File: src/rtl/sync_pgen_multi.sv
// Multi-channel synchronized edge detector with stretched pulse and overrun flag.
// Optional per-channel saturating event counters under SYNC_PGEN_MULTI_COUNT_EN.
module sync_pgen_multi #(
  parameter int CHANNELS = 4,
  parameter int SYNC     = 2,
  parameter int PWIDTH   = 8,
  parameter int CWIDTH   = 16
) (
  input  logic                         out_clock,
  input  logic                         out_reset,
  input  logic [CHANNELS-1:0]          in_signal,
  input  logic [2*CHANNELS-1:0]        mode,
  input  logic [PWIDTH-1:0]            pulse_len,
  input  logic [CHANNELS-1:0]          clear_overrun,
`ifdef SYNC_PGEN_MULTI_COUNT_EN
  input  logic [CHANNELS-1:0]          count_clear,
  output logic [CHANNELS*CWIDTH-1:0]   out_count,
`endif
  output logic [CHANNELS-1:0]          out_signal,
  output logic [CHANNELS-1:0]          out_edge,
  output logic [CHANNELS-1:0]          out_pulse,
  output logic [CHANNELS-1:0]          out_overrun
);

  localparam logic IDLE   = 1'b0;
  localparam logic ACTIVE = 1'b1;

  if (CHANNELS < 1 || CHANNELS > 32 || SYNC < 2 || SYNC > 3 ||
      PWIDTH < 1 || CWIDTH < 1) begin : g_bad_param
    $error("sync_pgen_multi: parameter out of range");
  end

  // Zero length behaves as one cycle.
  logic [PWIDTH-1:0] load_val;
  assign load_val = (pulse_len == '0) ? '0 : pulse_len - PWIDTH'(1);

  for (genvar i = 0; i < CHANNELS; i++) begin : g_ch
    (* ASYNC_REG = "TRUE" *) logic [SYNC-1:0] sync_q;
    logic              sig_q;
    logic              edge_q;
    logic              state_q, state_d;
    logic              ovr_q, ovr_d;
    logic [PWIDTH-1:0] cnt_q, cnt_d;
    logic              in_sync;
    logic              rise;
    logic              fall;
    logic              qual;

    assign in_sync = sync_q[SYNC-1];
    assign rise    = in_sync & ~sig_q;
    assign fall    = ~in_sync & sig_q;
    assign qual    = (mode[2*i] & rise) | (mode[2*i+1] & fall);

    always_comb begin
      state_d = state_q;
      cnt_d   = cnt_q;
      ovr_d   = ovr_q;
      if (clear_overrun[i]) ovr_d = 1'b0;
      if (state_q == IDLE) begin
        if (qual) begin
          state_d = ACTIVE;
          cnt_d   = load_val;
        end
      end else begin
        if (qual) ovr_d = 1'b1;
        if (cnt_q == '0) state_d = IDLE;
        else             cnt_d   = cnt_q - PWIDTH'(1);
      end
    end

    always_ff @(posedge out_clock) begin
      if (out_reset) begin
        sync_q  <= '0;
        sig_q   <= 1'b0;
        edge_q  <= 1'b0;
        state_q <= IDLE;
        cnt_q   <= '0;
        ovr_q   <= 1'b0;
      end else begin
        sync_q  <= {sync_q[SYNC-2:0], in_signal[i]};
        sig_q   <= in_sync;
        edge_q  <= qual;
        state_q <= state_d;
        cnt_q   <= cnt_d;
        ovr_q   <= ovr_d;
      end
    end

    assign out_signal[i]  = sig_q;
    assign out_edge[i]    = edge_q;
    assign out_pulse[i]   = state_q;
    assign out_overrun[i] = ovr_q;

`ifdef SYNC_PGEN_MULTI_COUNT_EN
    logic [CWIDTH-1:0] evc_q, evc_d;

    // Counts on the same edge that raises out_edge; clear wins.
    always_comb begin
      evc_d = evc_q;
      if (count_clear[i])           evc_d = '0;
      else if (qual && evc_q != '1) evc_d = evc_q + CWIDTH'(1);
    end

    always_ff @(posedge out_clock) begin
      if (out_reset) evc_q <= '0;
      else           evc_q <= evc_d;
    end

    assign out_count[CWIDTH*i +: CWIDTH] = evc_q;
`endif
  end

endmodule

File: config.mk
export PLATFORM = sky130hd
export DESIGN_NAME = sync_pgen_multi
export DESIGN_NICKNAME = d
export VERILOG_FILES = /design/src/rtl/sync_pgen_multi.sv
export SDC_FILE = /design/constraint.sdc
export NUM_CORES = 1
export LEC_CHECK = 0
export BUFFER_PORTS_ARGS = -buffer_cell sky130_fd_sc_hd__buf_2
export CORE_UTILIZATION = 52
export CTS_CLUSTER_DIAMETER = 80
export CTS_CLUSTER_SIZE = 30
export DETAILED_ROUTE_END_ITERATION = 16
export PLACE_DENSITY = 0.76
export SLEW_MARGIN = 20
export SYNTH_ARGS = -nofsm -noshare
export SYNTH_HDL_FRONTEND = slang
export SYNTH_SLANG_ARGS = --single-unit
File: constraint.sdc
create_clock -name out_clock -period 1.9 [get_ports out_clock]
set_input_delay 0.38 -clock out_clock [delete_from_list [all_inputs] [get_ports out_clock]]
set_output_delay 0.38 -clock out_clock [all_outputs]
set_load 0.005 [all_outputs]
Word level (Yosys, flattened, before mapping)
Index checks and enable logic that the tools add are counted.

$add $sub $neg: 5. Eq/ne operators: 4. Mux-type cells: 37. Bitwise gates (word level): 28. Reduce and logical (&&, ||, !) cells: 13.

Operators with widths (count): $mux 8 (13); $logic_not 8->1 (5); $sub 8x1->8 const B (5); $mux 1 (24); $and 1x1->1 (16); $ne 2x2->1 const B (4); $not 1->1 (8); $reduce_and 2->1 (4); $reduce_bool 2->1 (4); $or 1x1->1 (4).

Flip-flop bits (word level): 56. Input port bits: 26. Output and inout bits: 16. Logic and storage cells: 111.

Logic depth before layout (Yosys ltp)
Gate-level depths: netlist (run 1).

Depth in word-level cells: 6. Depth in mapped cells: 8. Mapped depth without buffers: 8.

Least setup slack after synthesis (run 1)
OpenSTA, ideal clock, no wires.

Kind: register to register. Start: register g_ch[1].state_q. End: register g_ch[1].cnt_q[4]. Arrival time: 1.716 ns. Setup slack: 0.067 ns. Stages on the path, launching flop included: 6. Clock period less this slack: 1.833 ns. Path through: dfxtp_1 > or4b_1 > or3b_4 > o21ai_2 > nor2_2 > a32o_1.

Word-level cells in the longest chain between the ends: 2. Elaborated cells between the ends (all ways): 4. Classes of those cells: eq/ne: 1; mux: 1; reduce/logical: 2.

RTL lines: from (decl) (line 41) `logic state_q, state_d;`; from (signal assigned) (line 83) `state_q <= state_d;`; $ne 2x2->1 (no line) / $reduce_bool 2->1 (equally long branches); $reduce_and 2->1 (no line); to (signal assigned) (line 84) `cnt_q <= cnt_d;`; to (decl) (line 43) `logic [PWIDTH-1:0] cnt_q, cnt_d;`.

Parallel ways exist; a longest one is shown, timed or not. A chain may end at the register's enable or synchronous reset.

Worst setup path in the final report (run 1)
Start: register g_ch[1].cnt_q[4]. End: register g_ch[1].cnt_q[5].

Word-level cells in the longest chain between the ends: 3. Elaborated cells between the ends (all ways): 6. Classes of those cells: add/sub: 1; eq/ne: 1; mux: 2; reduce/logical: 2.

RTL lines (line): $sub 8x1->8 / $logic_not 8->1 (equally long branches) (67, 66); $mux 8 / $ne 2x2->1 (equally long branches); $mux 8 / $reduce_and 2->1 (equally long branches).

Parallel ways exist; a longest one is shown, timed or not. The select of a mux whose other input is x is not followed.

==> results of run 1 <==
final timing paths:
| kind | cells after the start | slack (ns) | to |
|---|---|---|---|
| worst max-delay path | 4 | 0.07 | g_ch[1].cnt_q[5]$_SDFFE_PP0P_ |
| worst min-delay path | 2 | 0.25 | g_ch[2].sync_q[0]$_SDFF_PP0_ |
| worst max register to register | 4 | 0.07 | g_ch[1].cnt_q[5]$_SDFFE_PP0P_ |
| worst min register to register | 1 | 0.45 | g_ch[0].sync_q[1]$_SDFF_PP0_ |
registers in the layout (all words and copies together), names as in the netlist:
name	flops
g_ch.cnt_q	32
g_ch.edge_q	4
g_ch.ovr_q	4
g_ch.sig_q	4
g_ch.state_q	4
g_ch.sync_q	8
metrics by stage:
stage / hold slack, ns / area, um^2
after CTS: 0.253 / 3500
final: 0.249 / 3540
after floorplan: 0.414 / 3040
after global placement: 0.421 / 3410
after detailed placement: 0.438 / 3410
after global routing: 0.256 / 3540
placed cells by master, fill, tap and decap left out, types with 3 or more instances in the layout:
master      n
dfxtp_1    56
buf_2      41
buf_4      32
nand2_1    30
inv_1      27
nor2_1     27
o21ai_0    22
a21oi_1    20
nor2b_1    18
nor3_1     12
nand3b_1   11
nand3_1    11
ha_1       10
nand2b_1    6
or3_1       6
o211ai_1    5
a32o_1      5
clkbuf_8    5
nor4_1      4
nor4b_1     4
nor3b_1     4
o2bb2ai_1   4
a31oi_1     4
o32ai_1     4
and2_1      3
mux2i_1     3
a211oi_1    3
o22a_1      3
logic make-up after synthesis:
| family | after synthesis |
|---|---|
| buffers and inverters | 56 |
| adder cells (fa/ha/maj) | 10 |
| XOR/XNOR | 3 |
| multiplexers | 5 |
| AND/OR/NAND/NOR | 147 |
| AO/OA/AOI/OAI | 95 |
| flip-flops | 56 |
critical path, cell delays in order, from the launching register on:
cell,delay (ns)
dfxtp_1,0.32
or4b_1,0.54
or3b_4,0.45
a311oi_2,0.29
a22o_1,0.17
cell usage after synthesis, drive strengths merged (3+ instances only):
| master | count | area, um^2 |
|---|---|---|
| inv | 27 | 101 |
| a32o | 5 | 50.1 |
| o21ai | 25 | 129 |
| dfxtp | 56 | 1120 |
| o211ai | 5 | 37.5 |
| o2bb2ai | 4 | 35.0 |
| a21oi | 20 | 100 |
| a211oi | 4 | 35.0 |
| mux2i | 3 | 30.0 |
| o32ai | 4 | 35.0 |
| nor2b | 18 | 113 |
| nor2 | 28 | 108 |
| nor3b | 5 | 37.5 |
| clkbuf | 12 | 45.0 |
| nor3 | 12 | 60.1 |
| nand2b | 6 | 37.5 |
| nand2 | 30 | 113 |
| o22a | 3 | 26.3 |
| nor4 | 5 | 31.3 |
| ha | 10 | 125 |
| buf | 16 | 120 |
| nor4b | 5 | 43.8 |
| and2 | 3 | 18.8 |
| nand3b | 11 | 82.6 |
| a31oi | 4 | 25.0 |
| nand3 | 11 | 55.1 |
| or3 | 6 | 37.5 |
final cells by class:
cell class	instances	area share
sequential	56	0.317
inverter	28	0.0297
tap	72	0.0255
clock buffer	5	0.0194
multi-input combinational	260	0.475
timing repair buffer	73	0.126
clock inverter	3	0.00742
routing by layer:
metal,global-route usage,routed length [um]
met1,0.327,3400
met3,0.0407,313
met5,0,0
met2,0.389,3270
met4,0.0741,106
power groups by stage:
stage                     Clock [W]  Sequential, W  Combinational [W]
after global routing       0.000764        0.00130           0.000666
after global placement            0        0.00131           0.000565
final                      0.000707        0.00129           0.000596
after CTS                  0.000715        0.00129           0.000579
after floorplan                   0        0.00131           0.000382
after detailed placement          0        0.00132           0.000576
==> run metrics, run 1 <==
outcome=finished, final reports clean; Slew HR=0.591; dpl ws=-0.138 ns; minimum clock period=1.83 ns; fillcell total=501; Psw=0.000810 W; max-cap viol count=0; Die W=78.5 um; Nets=460; Fmax=548 MHz; All-Layer GR Usage=0.241; H-tree depth=2; Syn Nets=408; Syn-to-layout area delta=16.5%; total power after layout=0.00260 W; CTS root buf=clkbuf_8; CTS tree=built; predominant post-synthesis flop cell=dfxtp_1; Post-synth ARST share=0; CTS resizes=0; synthesized area per cell=8.17 um^2; grt ovf=0; routed vias/inst=5.66; fin cells=497; worst clock skew=0.0142 ns; antenna violations before repair=0; sequential share of the synthesized area=0.369; WL per Instance=14.3 um; CP Class=flop to flop; Setup Fix Bufs, Post-CTS=0; Synth Register Bits=56; Placed Cells incl. Taps=489; share of layout cells above drive strength 1=0.216; post-route setup slack=0.0748 ns; Fin. Hold Viols=0; Multi-input gate area=1680 um^2; Detailed Route WL=7.10 mm; Worst EP arrival=2.09 ns; post-layout util=0.635; Max clock buf depth=2; Tcrit/Tclk final=0.961; clk_lat worst skew=0.33 ns; Int Pwr=0.00179 W; Synth Area in Compound Gates=0.214; worst-path maximum fanout=4; Hold WC Path Type=input port to flop; Final setup violation count=0; CTS Hold Bufs=0; Cell Area, Synth=3040 um^2; Worst Setup SP=g_ch[1].cnt_q[4]$_SDFFE_PP0P_; post-synthesis mux area share=0.0173; Slew Limit Fails=0; largest net degree at the start of global routing=24; Pleak=1.49 nW; antenna violation net count after detailed routing=0; Pwr Density=733 nW/um^2; Unique masters post-synth=55; adder-cell area share of the yosys netlist=0.0412; worst hold start=in_signal[2]; router iterations before antenna repair=4; switching share of power=0.312; HPWL after DPL=5.15 mm; Critical Path RT=2.17 ns; worst-margin pin slew=0.608 ns; worst vdd ir=469 uV; die area=6150 um^2; Ports=42; Site Rows=27; drt drc=0; die height=78.5 um; Clk pwr share=0.272; CTS Buf Count=5; Syn. warnings=0; core area=5570 um^2; Worst-path clk slew=0.12 ns; Comb pwr share=0.230; Clock Sinks=56; effective utilization at floorplan=0.545; main combinational cell family by area after synthesis=simple AND/OR/NAND/NOR gates; global-route wire length before repair=11.8 mm; Post-Synth XOR/XNOR Area=0.00865; Post-synth EDFFs=0; power share of the sequential group=0.498; gp weighted congestion=0.865; RR Startpoint=g_ch[1].cnt_q[4]$_SDFFE_PP0P_; antenna fix cells=0; PortBufs=41; total number of vias=2,815; vias in the first global route=2,530; Synth Instances=372; post-route setup TNS=0 ns; element type at the critical path end=flop; CP Launch Type=flop; Synth Area in Simple Gates=0.261; Sequential Area=1120 um^2; DRT iter0 DRCs=187
Note: power is estimated with default switching activity, not from simulation.
==> run 2, diff against run 1 <==
--- a/config.mk
+++ b/config.mk
@@ -6,11 +6,13 @@
 export NUM_CORES = 1
 export LEC_CHECK = 0
 export BUFFER_PORTS_ARGS = -buffer_cell sky130_fd_sc_hd__buf_2
-export CORE_UTILIZATION = 52
+export CELL_PAD_IN_SITES_DETAIL_PLACEMENT = 1
+export CELL_PAD_IN_SITES_GLOBAL_PLACEMENT = 1
+export CORE_UTILIZATION = 38
 export CTS_CLUSTER_DIAMETER = 80
 export CTS_CLUSTER_SIZE = 30
 export DETAILED_ROUTE_END_ITERATION = 16
-export PLACE_DENSITY = 0.76
+export PLACE_DENSITY = 0.74
 export SLEW_MARGIN = 20
 export SYNTH_ARGS = -nofsm -noshare
 export SYNTH_HDL_FRONTEND = slang
==> run 2 against run 1 <==
Against the previous run:
- critical path type unchanged
- setup slack got worse by 0.031 ns
- wire length is 23% higher
- die area increased by 36%
- critical path depth up 1
- clock power up 53%
- clock skew decreased by 0.010 ns
==> run metrics, run 2 (synthesis gave the netlist of run 1 again) <==
outcome=finished, final reports clean; element type at the critical path end=flop; effective utilization at floorplan=0.393 (-0.152); grt ovf=0 (unchanged); core area=7730 um^2 (+39%); worst vdd ir=353 uV (-25%); Nets=467 (+1.5%); Multi-input gate area=1680 um^2 (-0.15%); HPWL after DPL=6.50 mm (+26%); RSZ-0062 raised after global routing=true; CP top delay family=simple AND/OR/NAND/NOR gates; worst-margin pin slew=0.656 ns (+0.0480 ns); CTS root buf=clkbuf_8; Pleak=1.56 nW (+5.0%); worst clock skew=0.00391 ns (-0.0103 ns); H-tree depth=2 (unchanged); largest registers=g_ch.cnt_q: 32 flops, g_ch.sync_q: 8 flops; Top reg by flops=g_ch.cnt_q; max FFs per register=32 (unchanged); CP Launch Type=flop; WL per Instance=16.3 um (+14%); Hold WC Path Type=input port to flop; All-Layer GR Usage=0.220 (-0.0218); Die W=91.4 um (+17%); CP max-delay cell=or4b_1; CTS Hold Bufs=0 (unchanged); Ports=42 (unchanged); antenna violation net count after detailed routing=0 (unchanged); max-cap viol count=0 (unchanged); fillcell total=945 (+89%); Max stage delay on crit path=0.57 ns (+0.03 ns); drt drc=0 (unchanged); Critical Path RT=2.12 ns (-0.05 ns); CP bufs+invs=0 (unchanged); Design Area, Final=3710 um^2 (+4.7%); Max clock buf depth=2 (unchanged); Pwr Density=813 nW/um^2 (+11%); Detailed Route WL=8.72 mm (+23%); Worst EP arrival=2.07 ns (-0.02 ns); CP Class=flop to flop; critical path, cell by cell=or4b_1 -> or3b_4 -> o21ai_4 -> nor2_2 -> a32o_1; total power after layout=0.00301 W (+16%); Worst-path clk slew=0.10 ns (-0.02 ns); global-route wire length before repair=14.6 mm (+24%); vias in the first global route=2,989 (+18%); DRT iter0 DRCs=99 (-47%); post-layout util=0.480 (-0.155); antenna fix cells=0 (unchanged); gp weighted congestion=0.799 (-7.6%); Tcrit/Tclk final=0.977 (+0.0164); PortBufs=41 (unchanged); minimum clock period=1.86 ns (+0.0313 ns); worst-path maximum fanout=6 (+2); commonest non-fill, non-tap cell in the layout=dfxtp_1; Site Rows=32 (+19%); clk_lat worst skew=0.31 ns (-0.02 ns); routed vias/inst=5.45 (-3.7%); Slew HR=0.558 (-0.0324); Fmax=539 MHz (-1.7%); Setup Fix Bufs, Post-CTS=0 (unchanged); total number of vias=2,912 (+3.4%); antenna violations before repair=0 (unchanged); die height=91.4 um (+17%); share of layout cells above drive strength 1=0.231 (+0.0150); Clock Sinks=56 (unchanged); Sequential Area=1120 um^2 (+0.22%); commonest cells after routing, fill and taps aside=dfxtp_1 (54), buf_2 (41), buf_4 (38), nand2_1 (30); largest net degree at the start of global routing=41 (+71%); Slew Limit Fails=0 (unchanged); Final setup violation count=0 (unchanged); router iterations before antenna repair=4 (unchanged); placed cell area=3510 um^2 (+3.0%); Fin. Hold Viols=0 (unchanged); die area=8360 um^2 (+36%); CTS tree=built; Syn-to-layout area delta=21.9%; CTS Buf Count=5 (unchanged)
## run 2: changes by cell type in the layout (fill, tap and decap cells not counted), moves of 2 or more
cell       before  now
buf_4          32   38
bufinv_16       0    3
dfxtp_2         0    2
dfxtp_1        56   54
clkinv_4        2    0
## run 2: layer usage
metal  GRT usage  routed length, um  vias up
li1            -                  -     1433
met1       0.271               3920     1408
met2       0.391               4370       58
met3      0.0343                287       13
met4      0.0622                148        0
met5           0                  0        -
## run 2: timing repair
item,in CTS,in global routing
endpoints found under the setup margin,1,7
resized for setup,2,7
pin swaps,2,0
## run 2: path summary, 6_finish.rpt
check,start,end,slack [ns],depth (start not counted)
worst max-delay path,g_ch[1].cnt_q[4]$_SDFFE_PP0P_,g_ch[1].cnt_q[4]$_SDFFE_PP0P_,0.04,5
worst min register to register,g_ch[2].sync_q[0]$_SDFF_PP0_,g_ch[2].sync_q[1]$_SDFF_PP0_,0.45,1
worst max register to register,g_ch[1].cnt_q[4]$_SDFFE_PP0P_,g_ch[1].cnt_q[4]$_SDFFE_PP0P_,0.04,5
worst min-delay path,in_signal[0],g_ch[0].sync_q[0]$_SDFF_PP0_,0.27,2
## run 2: power by group
group | total (W) | internal, W | switching (W) | leakage [nW]
clock | 0.00108 | 0.000659 | 0.000417 | 0.0784
combinational | 0.000642 | 0.000294 | 0.000348 | 1.03
sequential | 0.00129 | 0.00124 | 0.0000548 | 0.457
total | 0.00301 | 0.00219 | 0.000820 | 1.56
## run 2: per-stage QoR
step                      worst slack [ns]  hold slack, ns  setup TNS, ns  cells
final                               0.0435           0.270              0    534
after global routing               -0.0327           0.269        -0.0985    534
after CTS                           0.0183           0.267              0    534
after detailed placement            -0.141           0.426         -0.416    526
after global placement              -0.123           0.414         -0.319    526
after floorplan                     0.0670           0.414              0    372
## run 2: cell type report
class / count / area share
Multi-Input combinational cell: 260 / 0.453
Sequential cell: 56 / 0.303
Timing Repair Buffer: 80 / 0.138
Tap cell: 102 / 0.0344
Inverter: 28 / 0.0284
Clock inverter: 3 / 0.0243
Clock buffer: 5 / 0.0186
==> run 3, diff against run 2 <==
--- a/config.mk
+++ b/config.mk
@@ -8,12 +8,11 @@
 export BUFFER_PORTS_ARGS = -buffer_cell sky130_fd_sc_hd__buf_2
 export CELL_PAD_IN_SITES_DETAIL_PLACEMENT = 1
 export CELL_PAD_IN_SITES_GLOBAL_PLACEMENT = 1
-export CORE_UTILIZATION = 38
+export CORE_UTILIZATION = 46
 export CTS_CLUSTER_DIAMETER = 80
 export CTS_CLUSTER_SIZE = 30
 export DETAILED_ROUTE_END_ITERATION = 16
-export PLACE_DENSITY = 0.74
-export SLEW_MARGIN = 20
+export PLACE_DENSITY = 0.84
 export SYNTH_ARGS = -nofsm -noshare
 export SYNTH_HDL_FRONTEND = slang
 export SYNTH_SLANG_ARGS = --single-unit
==> constraint.sdc (replaced) <==
create_clock -name out_clock -period 2.4 [get_ports out_clock]
set_input_delay 0.48 -clock out_clock [delete_from_list [all_inputs] [get_ports out_clock]]
set_output_delay 0.48 -clock out_clock [all_outputs]
set_load 0.005 [all_outputs]
==> run 3 against run 2 <==
Against the previous run:
- combinational power shrank 32%
- sequential share of layout area grew 2.9 points
- critical path depth grew 2
- clock skew grew 0.00065 ns
- setup slack gained 0.37 ns
- cell count shrank 9.9%
- via count shrank 0.10%
- cell area shrank 8.8%
- utilization grew 5.2 points
==> run metrics, run 3 (synthesis gave the netlist of run 1 again) <==
core area=6350 um^2 (-18%); Ports=42 (unchanged); Hold WC Path Type=input port to flop; RR Startpoint=g_ch[1].cnt_q[1]$_SDFFE_PP0P_; Max clock buf depth=2 (unchanged); Fmax=503 MHz (-6.7%); max FFs per register=32 (unchanged); worst reg-to-reg setup slack=0.41 ns (+0.37 ns); worst-margin pin slew=0.809 ns (+0.153 ns); Tcrit/Tclk final=0.829 (-0.148); post-route setup TNS=0 ns (unchanged); largest registers=g_ch.cnt_q: 32 flops, g_ch.sync_q: 8 flops; HPWL after DPL=6.01 mm (-7.6%); minimum clock period=1.99 ns (+0.133 ns); die area=6940 um^2 (-17%); effective utilization at floorplan=0.479 (+0.0853); CTS resizes=0 (-2); Pwr Density=623 nW/um^2 (-23%); Site Rows=29 (-9.4%); CTS Hold Bufs=0 (unchanged); die height=83.3 um (-8.9%); element type at the critical path end=flop; Nets=439 (-6.0%); total number of vias=2,909 (-0.10%); worst vdd ir=310 uV (-12%); share of layout cells above drive strength 1=0.161 (-0.0706); CTS Buf Count=5 (unchanged); outcome=finished, final reports clean; vias in the first global route=2,937 (-1.7%); CTS tree=built; Worst-path clk slew=0.10 ns (about the same); Detailed Route WL=8.52 mm (-2.3%); RSZ-0062 raised after global routing=false; Setup Fix Bufs, Post-CTS=0 (unchanged); CP Launch Type=flop; drt drc=0 (unchanged); clk_lat worst skew=0.32 ns (about the same); Fin. Hold Viols=0 (unchanged); Final setup violation count=0 (unchanged); Design Area, Final=3380 um^2 (-8.8%); global-route wire length before repair=14.2 mm (-3.1%); CP Class=flop to flop; All-Layer GR Usage=0.251 (+0.0314); Worst Reg-to-Reg Cells=7 (+2); largest net degree at the start of global routing=45 (+9.8%); WL per Instance=17.7 um (+8.5%); max-cap viol count=0 (unchanged); Clock Sinks=56 (unchanged); gp weighted congestion=0.807 (+0.96%); commonest non-fill, non-tap cell in the layout=dfxtp_1; routed vias/inst=6.05 (+11%); met3 wire len=297 um (+3.5%); grt ovf=0 (unchanged); antenna fix cells=0 (unchanged); Slew HR=0.456 (-0.102); worst hold start=in_signal[0]; Worst Setup EP=g_ch[1].cnt_q[4]$_SDFFE_PP0P_; antenna violations before repair=0 (unchanged); DRT iter0 DRCs=123 (+24%); highest routed metal layer=met4; R2R Path End=g_ch[1].cnt_q[4]$_SDFFE_PP0P_; metal2 WL=4.36 mm (-0.23%); router iterations before antenna repair=4 (unchanged); H-tree depth=2 (unchanged); commonest cells after routing, fill and taps aside=dfxtp_1 (56), buf_2 (41), nand2_1 (30), inv_1 (27), nor2_1 (27); Slew Limit Fails=0 (unchanged); worst-path maximum fanout=6 (unchanged); PortBufs=41 (unchanged); Worst EP arrival=2.21 ns (+0.14 ns); Die W=83.3 um (-8.9%); placed cell area=3270 um^2 (-6.9%); wire length on met1=3.65 mm (-6.8%); CTS root buf=clkbuf_8; Top reg by flops=g_ch.cnt_q; Pleak=1.39 nW (-11%); Syn-to-layout area delta=11.2%; Critical Path RT=2.62 ns (+0.50 ns); Worst Setup SP=g_ch[1].cnt_q[1]$_SDFFE_PP0P_; worst clock skew=0.00457 ns (+0.000655 ns); antenna violation net count after detailed routing=0 (unchanged)
-- run 3: power by group --
part	total, W	leakage [nW]	switching (W)	internal [W]
clock network	0.000637	0.0552	0.000327	0.000311
logic	0.000435	0.877	0.000254	0.000181
registers	0.00103	0.457	0.0000497	0.000981
-- run 3: layout make-up --
cell class | count | area (um^2)
clock buffer | 6 | 72.6
clock inverter | 2 | 35.0
fill | 788 | 2970
inverter | 28 | 105
multi-input combinational | 260 | 1650
sequential | 56 | 1120
tap | 77 | 96.3
timing repair buffer | 52 | 300
-- run 3: through the flow --
step           instances  worst slack (ns)  hold WS [ns]  power [W]  utilization
5_1_grt              481             0.268         0.369    0.00219        0.532
4_1_cts              481             0.405         0.367    0.00211        0.532
6_report             481             0.410         0.360    0.00210        0.532
3_5_place_dp         473             0.159         0.433    0.00148        0.515
3_3_place_gp         473             0.260         0.416    0.00146        0.515
2_1_floorplan        372             0.509         0.414    0.00134            -
-- run 3: how the worst min path moves through the flow --
stage / end / depth (start not counted)
3_3_place_gp: g_ch[0].sync_q[1]$_SDFF_PP0_ / 1
4_1_cts: g_ch[0].sync_q[0]$_SDFF_PP0_ / 2
2_1_floorplan: g_ch[0].sync_q[1]$_SDFF_PP0_ / 1
3_5_place_dp: g_ch[2].sync_q[1]$_SDFF_PP0_ / 1
6_report: g_ch[0].sync_q[0]$_SDFF_PP0_ / 2
5_1_grt: g_ch[0].sync_q[0]$_SDFF_PP0_ / 2
-- run 3: worst max-delay path, stage by stage (launching register included) --
cell,delay (ns)
dfxtp_1,0.35
inv_1,0.13
ha_1,0.16
nor3b_1,0.32
or3b_4,0.46
o21ai_2,0.15
nor2_2,0.09
a32o_1,0.22
-- run 3: per-layer routing --
| layer | global-route usage | vias up |
|---|---|---|
| li1 | - | 1371 |
| met1 | 0.301 | 1456 |
| met2 | 0.454 | 64 |
| met3 | 0.0258 | 18 |
| met4 | 0.105 | 0 |
| met5 | 0 | - |
